`src/rtl/multiply_if.sv`:
```
// Control/register-file side bundle of the iterative multiplier: request inputs,
// write-back outputs and condition flags.
interface multiply_if #(
    parameter int WIDTH     = 32,
    parameter int SEL_WIDTH = 4
);
    logic                 start;
    logic                 accumulate;
    logic                 set_flags;
    logic [WIDTH-1:0]     port_a;
    logic [WIDTH-1:0]     port_b;
    logic [WIDTH-1:0]     acc_value;
    logic [SEL_WIDTH-1:0] dest_select;
    logic                 busy;
    logic                 done;
    logic [WIDTH-1:0]     port_c;
    logic [SEL_WIDTH-1:0] decoder_control;
    logic                 load_enable;
    logic                 n_flag;
    logic                 z_flag;

    modport master (
        output start, accumulate, set_flags, port_a, port_b, acc_value, dest_select,
        input  busy, done, port_c, decoder_control, load_enable, n_flag, z_flag
    );

    modport slave (
        input  start, accumulate, set_flags, port_a, port_b, acc_value, dest_select,
        output busy, done, port_c, decoder_control, load_enable, n_flag, z_flag
    );
endinterface

```
`src/rtl/multiply_unit.sv`:
```
// Iterative shift-add multiplier (MUL / MLA), low WIDTH bits of the result written
// back to the register file after a fixed WIDTH-iteration run.
module multiply_unit #(
    parameter int WIDTH     = 32,
    parameter int SEL_WIDTH = 4
) (
    input logic        clk,
    input logic        reset,
    multiply_if.slave  bus
);
    localparam int CW = $clog2(WIDTH);

    typedef enum logic [1:0] {IDLE, MUL, WRITE} state_t;

    state_t               state;
    logic [WIDTH-1:0]     mcand;
    logic [WIDTH-1:0]     mplier;
    logic [WIDTH-1:0]     product;
    logic [CW-1:0]        count;
    logic [SEL_WIDTH-1:0] dest;
    logic                 flags_en;
    logic [WIDTH-1:0]     prod_next;

    assign prod_next = product + (mplier[0] ? mcand : '0);

    always_ff @(posedge clk) begin
        if (reset) begin
            state               <= IDLE;
            mcand               <= '0;
            mplier              <= '0;
            product             <= '0;
            count               <= '0;
            dest                <= '0;
            flags_en            <= 1'b0;
            bus.busy            <= 1'b0;
            bus.done            <= 1'b0;
            bus.load_enable     <= 1'b0;
            bus.port_c          <= '0;
            bus.decoder_control <= '0;
            bus.n_flag          <= 1'b0;
            bus.z_flag          <= 1'b0;
        end else begin
            case (state)
                IDLE: begin
                    if (bus.start) begin
                        mcand    <= bus.port_a;
                        mplier   <= bus.port_b;
                        dest     <= bus.dest_select;
                        flags_en <= bus.set_flags;
                        product  <= bus.accumulate ? bus.acc_value : '0;
                        count    <= '0;
                        bus.busy <= 1'b1;
                        state    <= MUL;
                    end
                end
                MUL: begin
                    product <= prod_next;
                    mcand   <= mcand << 1;
                    mplier  <= mplier >> 1;
                    count   <= count + 1'b1;
                    // Final iteration: publish the result so it is stable for all of WRITE.
                    if (count == CW'(WIDTH - 1)) begin
                        bus.port_c          <= prod_next;
                        bus.decoder_control <= dest;
                        bus.load_enable     <= 1'b1;
                        bus.done            <= 1'b1;
                        state               <= WRITE;
                    end
                end
                WRITE: begin
                    bus.load_enable <= 1'b0;
                    bus.done        <= 1'b0;
                    bus.busy        <= 1'b0;
                    if (flags_en) begin
                        bus.n_flag <= product[WIDTH-1];
                        bus.z_flag <= (product == '0);
                    end
                    state <= IDLE;
                end
                default: begin
                    bus.load_enable <= 1'b0;
                    bus.done        <= 1'b0;
                    bus.busy        <= 1'b0;
                    state           <= IDLE;
                end
            endcase
        end
    end
endmodule

```
`src/flat_wrapper.sv`:
```
// flat-port wrapper written by rule: the top's interface ports become plain ports
module multiply_unit_flat 
#(
    parameter int WIDTH     = 32,
    parameter int SEL_WIDTH = 4
)
  (clk, reset, bus_start, bus_accumulate, bus_set_flags, bus_port_a, bus_port_b, bus_acc_value, bus_dest_select, bus_busy, bus_done, bus_port_c, bus_decoder_control, bus_load_enable, bus_n_flag, bus_z_flag);
  multiply_if #(.WIDTH(WIDTH), .SEL_WIDTH(SEL_WIDTH)) bus_i ();
  input logic clk;
  input logic reset;
  input wire logic [$bits(bus_i.start)-1:0] bus_start;
  input wire logic [$bits(bus_i.accumulate)-1:0] bus_accumulate;
  input wire logic [$bits(bus_i.set_flags)-1:0] bus_set_flags;
  input wire logic [$bits(bus_i.port_a)-1:0] bus_port_a;
  input wire logic [$bits(bus_i.port_b)-1:0] bus_port_b;
  input wire logic [$bits(bus_i.acc_value)-1:0] bus_acc_value;
  input wire logic [$bits(bus_i.dest_select)-1:0] bus_dest_select;
  output wire logic [$bits(bus_i.busy)-1:0] bus_busy;
  output wire logic [$bits(bus_i.done)-1:0] bus_done;
  output wire logic [$bits(bus_i.port_c)-1:0] bus_port_c;
  output wire logic [$bits(bus_i.decoder_control)-1:0] bus_decoder_control;
  output wire logic [$bits(bus_i.load_enable)-1:0] bus_load_enable;
  output wire logic [$bits(bus_i.n_flag)-1:0] bus_n_flag;
  output wire logic [$bits(bus_i.z_flag)-1:0] bus_z_flag;
  assign bus_i.start = bus_start;
  assign bus_i.accumulate = bus_accumulate;
  assign bus_i.set_flags = bus_set_flags;
  assign bus_i.port_a = bus_port_a;
  assign bus_i.port_b = bus_port_b;
  assign bus_i.acc_value = bus_acc_value;
  assign bus_i.dest_select = bus_dest_select;
  assign bus_busy = bus_i.busy;
  assign bus_done = bus_i.done;
  assign bus_port_c = bus_i.port_c;
  assign bus_decoder_control = bus_i.decoder_control;
  assign bus_load_enable = bus_i.load_enable;
  assign bus_n_flag = bus_i.n_flag;
  assign bus_z_flag = bus_i.z_flag;
  multiply_unit #(.WIDTH(WIDTH), .SEL_WIDTH(SEL_WIDTH)) u_core (.clk(clk), .reset(reset), .bus(bus_i));
endmodule
```
`config.mk`:
```
export PLATFORM = sky130hd
export DESIGN_NAME = multiply_unit_flat
export DESIGN_NICKNAME = d
export VERILOG_FILES = /design/src/rtl/multiply_if.sv /design/src/rtl/multiply_unit.sv /design/src/flat_wrapper.sv
export SDC_FILE = /design/constraint.sdc
export NUM_CORES = 1
export LEC_CHECK = 0
export BUFFER_PORTS_ARGS = -buffer_cell sky130_fd_sc_hd__buf_2
export CAP_MARGIN = 20
export CORE_AREA = 5 5 170 172
export CTS_CLUSTER_DIAMETER = 30
export DETAILED_ROUTE_END_ITERATION = 10
export DIE_AREA = 0 0 175 177
export SKIP_CTS_REPAIR_TIMING = 1
export SYNTH_ARGS = -nofsm -noshare
export SYNTH_HDL_FRONTEND = slang
export SYNTH_SLANG_ARGS = --single-unit
```
`constraint.sdc`:
```
create_clock -name clk -period 7.4 [get_ports clk]
set_input_delay 1.48 -clock clk [delete_from_list [all_inputs] [get_ports clk]]
set_output_delay 1.48 -clock clk [all_outputs]
set_load 0.01 [all_outputs]
```
Yosys cells after proc, flatten, opt, wreduce, memory -nomap -nowiden:

Cells that the tools add are included.

* bits in registers: 148
* input port bits: 105
* output and inout port bits: 41
* word-level logic and storage cells: 49

* $add $sub $neg: 2
* equality and inequality tests: 5
* muxes and demuxes: 17
* bitwise logic cells: 2
* reduce and logical (&&, ||, !) cells: 10

Operators with widths (count)
* 32-bit one-hot mux with 2 select lines: 3
* 32-bit two-way mux: 5
* 32-bit adder: 1
* 32-bit logical NOT: 1
* 2-bit AND reduction: 7
* 5-bit one-hot mux with 2 select lines: 1
* 5-bit by 1-bit adder with 5-bit output, second input constant: 1
* 5-bit == test, second input constant: 1
* 5-bit two-way mux: 1
* 2-bit two-way mux: 2
* 1-bit one-hot mux with 2 select lines: 2
* 2-bit one-hot mux with 2 select lines: 1
* 2-bit by 1-bit == test with 1-bit output, second input constant: 1
* 2-bit == test, second input constant: 1
* 2-bit logical NOT: 1
* 1-bit two-way mux: 2
* 2-bit by 1-bit inequality test with 1-bit output, second input constant: 1
* 2-bit inequality test, second input constant: 1
* 1-bit inverter: 2
* 2-bit nonzero test: 1

Longest topological paths before layout:

* depth in word-level cells: 3
* depth in mapped cells: 12
* gate-level depth less buffers: 11

Worst setup path after synthesis:

No wires, ideal clock.

* path kind: input port to flip-flop
* start point: input port bus_start
* end point: register u_core.mplier[19]
* library setup time: 0.091 ns
* arrival: 2.760 ns
* data required time: 7.309 ns
* setup slack: 4.549 ns
* stages on the path: 6
* buffers on the path: 3
* path through: nor3b_1 clkbuf_1 buf_2 buf_1 nand2_1 a311oi_1

* longest elaborated chain between the ends: 2

RTL lines
* start, declared: RTL line flat_wrapper.sv:11 `input wire logic [$bits(bus_i.start)-1:0] bus_start;`
* 2-bit inequality test (no source line)
* 2-bit AND reduction (no source line)
* end signal, assigned: RTL line multiply_unit.sv:47 `mplier <= bus.port_b;`
* end signal, assigned: RTL line multiply_unit.sv:59 `mplier <= mplier >> 1;`
* end, declared: RTL line multiply_unit.sv:17 `logic [WIDTH-1:0] mplier;`

No other way between the ends.
A chain may end at the register's enable or synchronous reset.

Worst setup path after layout:

* start point: register u_core.mplier[0]
* end point: register u_core.product[22]

* longest elaborated chain between the ends: 3

RTL lines
* 32-bit two-way mux: RTL line multiply_unit.sv:24 `assign prod_next = product + (mplier[0] ? mcand : '0);`
* 32-bit adder: RTL line multiply_unit.sv:24
* 32-bit one-hot mux with 2 select lines: RTL line multiply_unit.sv:43 `case (state)`
* end signal, assigned: RTL line multiply_unit.sv:50 `product <= bus.accumulate ? bus.acc_value : '0;`
* end signal, assigned: RTL line multiply_unit.sv:57 `product <= prod_next;`
* end, declared: RTL line multiply_unit.sv:18 `logic [WIDTH-1:0] product;`

No other way between the ends.

==> results by group <==
Global routing
  • Antenna violations before repair: 1
  • Total track usage: 15.8%
  • Largest net degree at the start of global routing: 92
  • First-pass GRT wire length: 39.9 mm
  • Vias in the first global route: 7467
  • Gr ovfl total: 0

Placement
  • Placed Cells: 1477
  • Placer Congestion: 0.865
  • Port bufs: 145
  • Place WS: 3.73 ns
  • Hpwl dp: 17.5 mm
  • Placement Cell Area: 8940 µm²

Synthesis
  • Count of flip-flops with a built-in enable after synthesis: 0
  • Seq cells post-synth: 148
  • Post-Synthesis Cells: 1065
  • Ys async rst share: 0%
  • Ys flop type: dfxtp_1
  • Syn_nets: 1204
  • Syn_area_per_cell: 7.54 µm²
  • Seq/Total Area, Yosys: 36.9%
  • Yosys cell types: 62
  • Synth warn: 0
  • Mapped Area: 8030 µm²

Die
  • Core ar.: 27300 µm²
  • Die ar.: 31000 µm²
  • Row Count: 61
  • Chip height: 177 µm
  • Io pins: 146
  • Starting Density: 29.4%
  • Die X: 175 µm

Timing
  • Peak Freq: 276 MHz
  • Max Slew Vio Count: 0
  • Tmin final: 3.62 ns
  • Hold slack: 0.448 ns
  • Setup TNS: 0 ns
  • Worst-Margin Slew: 1.00 ns
  • Worst Slack Setup Final: 3.78 ns
  • RSZ-0062 raised after global routing: no
  • Worst slew margin: 33.2%
  • Clock skew: 0.0113 ns
  • Ratio of final minimum period to clock period: 48.9%
  • Setup Viol. Count Final: 0
  • Hold Vio Cnt, Final: 0

Final layout
  • Post-layout util: 35.2%
  • Design Area, Final: 9610 µm²
  • Share of cells above drive strength 1: 17.5%
  • Area delta synth->final: 19.6%
  • Most frequent cells in the layout: 254 x nand2_1, 148 x dfxtp_1, 144 x buf_2, 112 x nor2_1, 86 x a21oi_1
  • Commonest non-fill, non-tap cell in the layout: nand2_1
  • Fin cells: 1509
  • Antenna cells: 0
  • Nets@finish: 1290

Critical path
  • Crit end category: flop
  • RR Endpoint: u_core.product[22]$_SDFFE_PP0P_
  • Launching point of the worst reg2reg path: u_core.mplier[0]$_SDFFE_PP0P_
  • R2R setup slack: 3.78 ns
  • Critical setup path kind: reg -> reg
  • CP max FO: 33
  • Critical path startpoint category: flop
  • Critical Path AT: 3.94 ns
  • Setup crit start: u_core.mplier[0]$_SDFFE_PP0P_
  • Crit path required time: 7.72 ns
  • Reg2Reg Depth: 11

CTS
  • CTS tree: yes
  • CTS Buf Count: 17
  • Clock sink count: 148
  • CTS H-tree depth: 4
  • Max Root-Sink Buffers: 2
  • Worst-path clk slew: 0.06 ns
  • Root Driver: clkbuf_16
  • Skew-Pair Late Insertion Delay: 0.42 ns

Routing
  • Detailed-route wire length: 25.2 mm
  • Via total after detailed routing: 7880
  • DRT iter0 DRCs: 706
  • Detailed Routing Iterations Pass 1: 5
  • DRT antenna net count: 0
  • DRC errors left: 0
  • Wire per inst: 16.7 µm
  • Via density: 5.22

Min path
  • Hold depth: 2
  • Worst Hold Launch: u_core.bus.port_c[31]$_SDFFE_PP0P_
  • WHS Endpoint: u_core.bus.port_c[31]$_SDFFE_PP0P_
  • Hold Path Class: reg -> reg

Pwr
  • Peak supply drop: 0.000115 V
  • PwrDens: 227 nW/µm²
  • Final Power: 2.18 mW
  • Leak Pwr: 4.12 nW

Outcome
  • Status: complete, no violations

Run
  • Max-cap violation count: 0
==> logic make-up (layout without fill, tap and decap cells) <==
kind of cell,count (synthesis),count (layout),share of synthesized area [%]
AOI/OAI and AO/OA,250,250,22.3
xor gates and xnor gates,26,26,2.83
adders and majority gates,34,34,5.39
buffers and inverters,97,195,4.69
DFF,148,148,36.9
muxes,3,3,0.389
and+or+nand+nor,507,507,27.5
==> worst max-delay path, stage by stage, from the launching register on <==
cell and delay [ns]:
dfxtp_1 0.63, and2_1 0.34, ha_1 0.21, fa_1 0.41, a21o_1 0.22, a221oi_2 0.44, o211ai_2 0.22, a21boi_2 0.31
o21ai_2 0.12, xnor2_1 0.24, nor2_1 0.07, a311oi_1 0.29
==> worst max-delay path by stage <==
stage,to,slack [ns],depth (start not counted)
3_3_place_gp,u_core.product[19]$_SDFFE_PP0P_,3.77,6
3_5_place_dp,u_core.product[29]$_SDFFE_PP0P_,3.73,6
6_report,u_core.product[22]$_SDFFE_PP0P_,3.78,11
2_1_floorplan,u_core.mplier[19]$_SDFFE_PP0P_,4.55,6
5_1_grt,u_core.product[22]$_SDFFE_PP0P_,3.51,11
4_1_cts,u_core.product[22]$_SDFFE_PP0P_,3.79,11
==> state kept, by name (all words and copies together) (netlist names) <==
register	cells
u_core.state	2
u_core.bus.z_flag	1
u_core.bus.decoder_control	4
u_core.flags_en	1
u_core.count	5
u_core.product	32
u_core.bus.done	1
u_core.dest	4
u_core.mcand	32
u_core.bus.port_c	32
u_core.mplier	32
u_core.bus.busy	1
u_core.bus.n_flag	1
==> area by class of cell <==
| cell class | count | area (µm²) |
|---|---|---|
| clock buffers | 22 | 484 |
| well taps | 346 | 433 |
| clock inverters | 9 | 174 |
| fillers | 2881 | 17700 |
| flip-flops and latches | 148 | 2960 |
| inverters | 11 | 41.3 |
| multi-input cells | 820 | 4710 |
| repair buffers | 153 | 805 |
==> synthesized netlist by cell type (9+ instances only) <==
master	instances	area (µm²)
a21o_1	16	120
a21oi_1	86	430
a311oi_1	82	718
and2_1	36	225
and3_1	14	87.6
buf_1	12	45.0
clkbuf_1	66	248
dfxtp_1	148	2960
ha_1	33	413
inv_1	11	41.3
nand2_1	254	953
nand3_1	45	225
nand4_1	11	68.8
nor2_1	112	420
nor3_1	9	45.0
nor4_1	11	68.8
o21ai_0	16	80.1
xnor2_1	15	131
xor2_1	11	96.3
==> report_power, final <==
part / switching, mW / internal, mW
combinational: 0.189 / 0.113
clock: 0.350 / 0.632
sequential: 0.0443 / 0.849
==> metal layers <==
layer	wire length [µm]	global-route usage, %	vias to the layer above	part of all wire (%)
met5	11	0	-	0.044
met4	216	3.08	2	0.86
met3	1460	3.46	19	5.8
met2	11800	26.0	225	47
met1	11700	21.7	3689	47
li1	-	-	3945	-
Power figures use the tool's default switching activity.
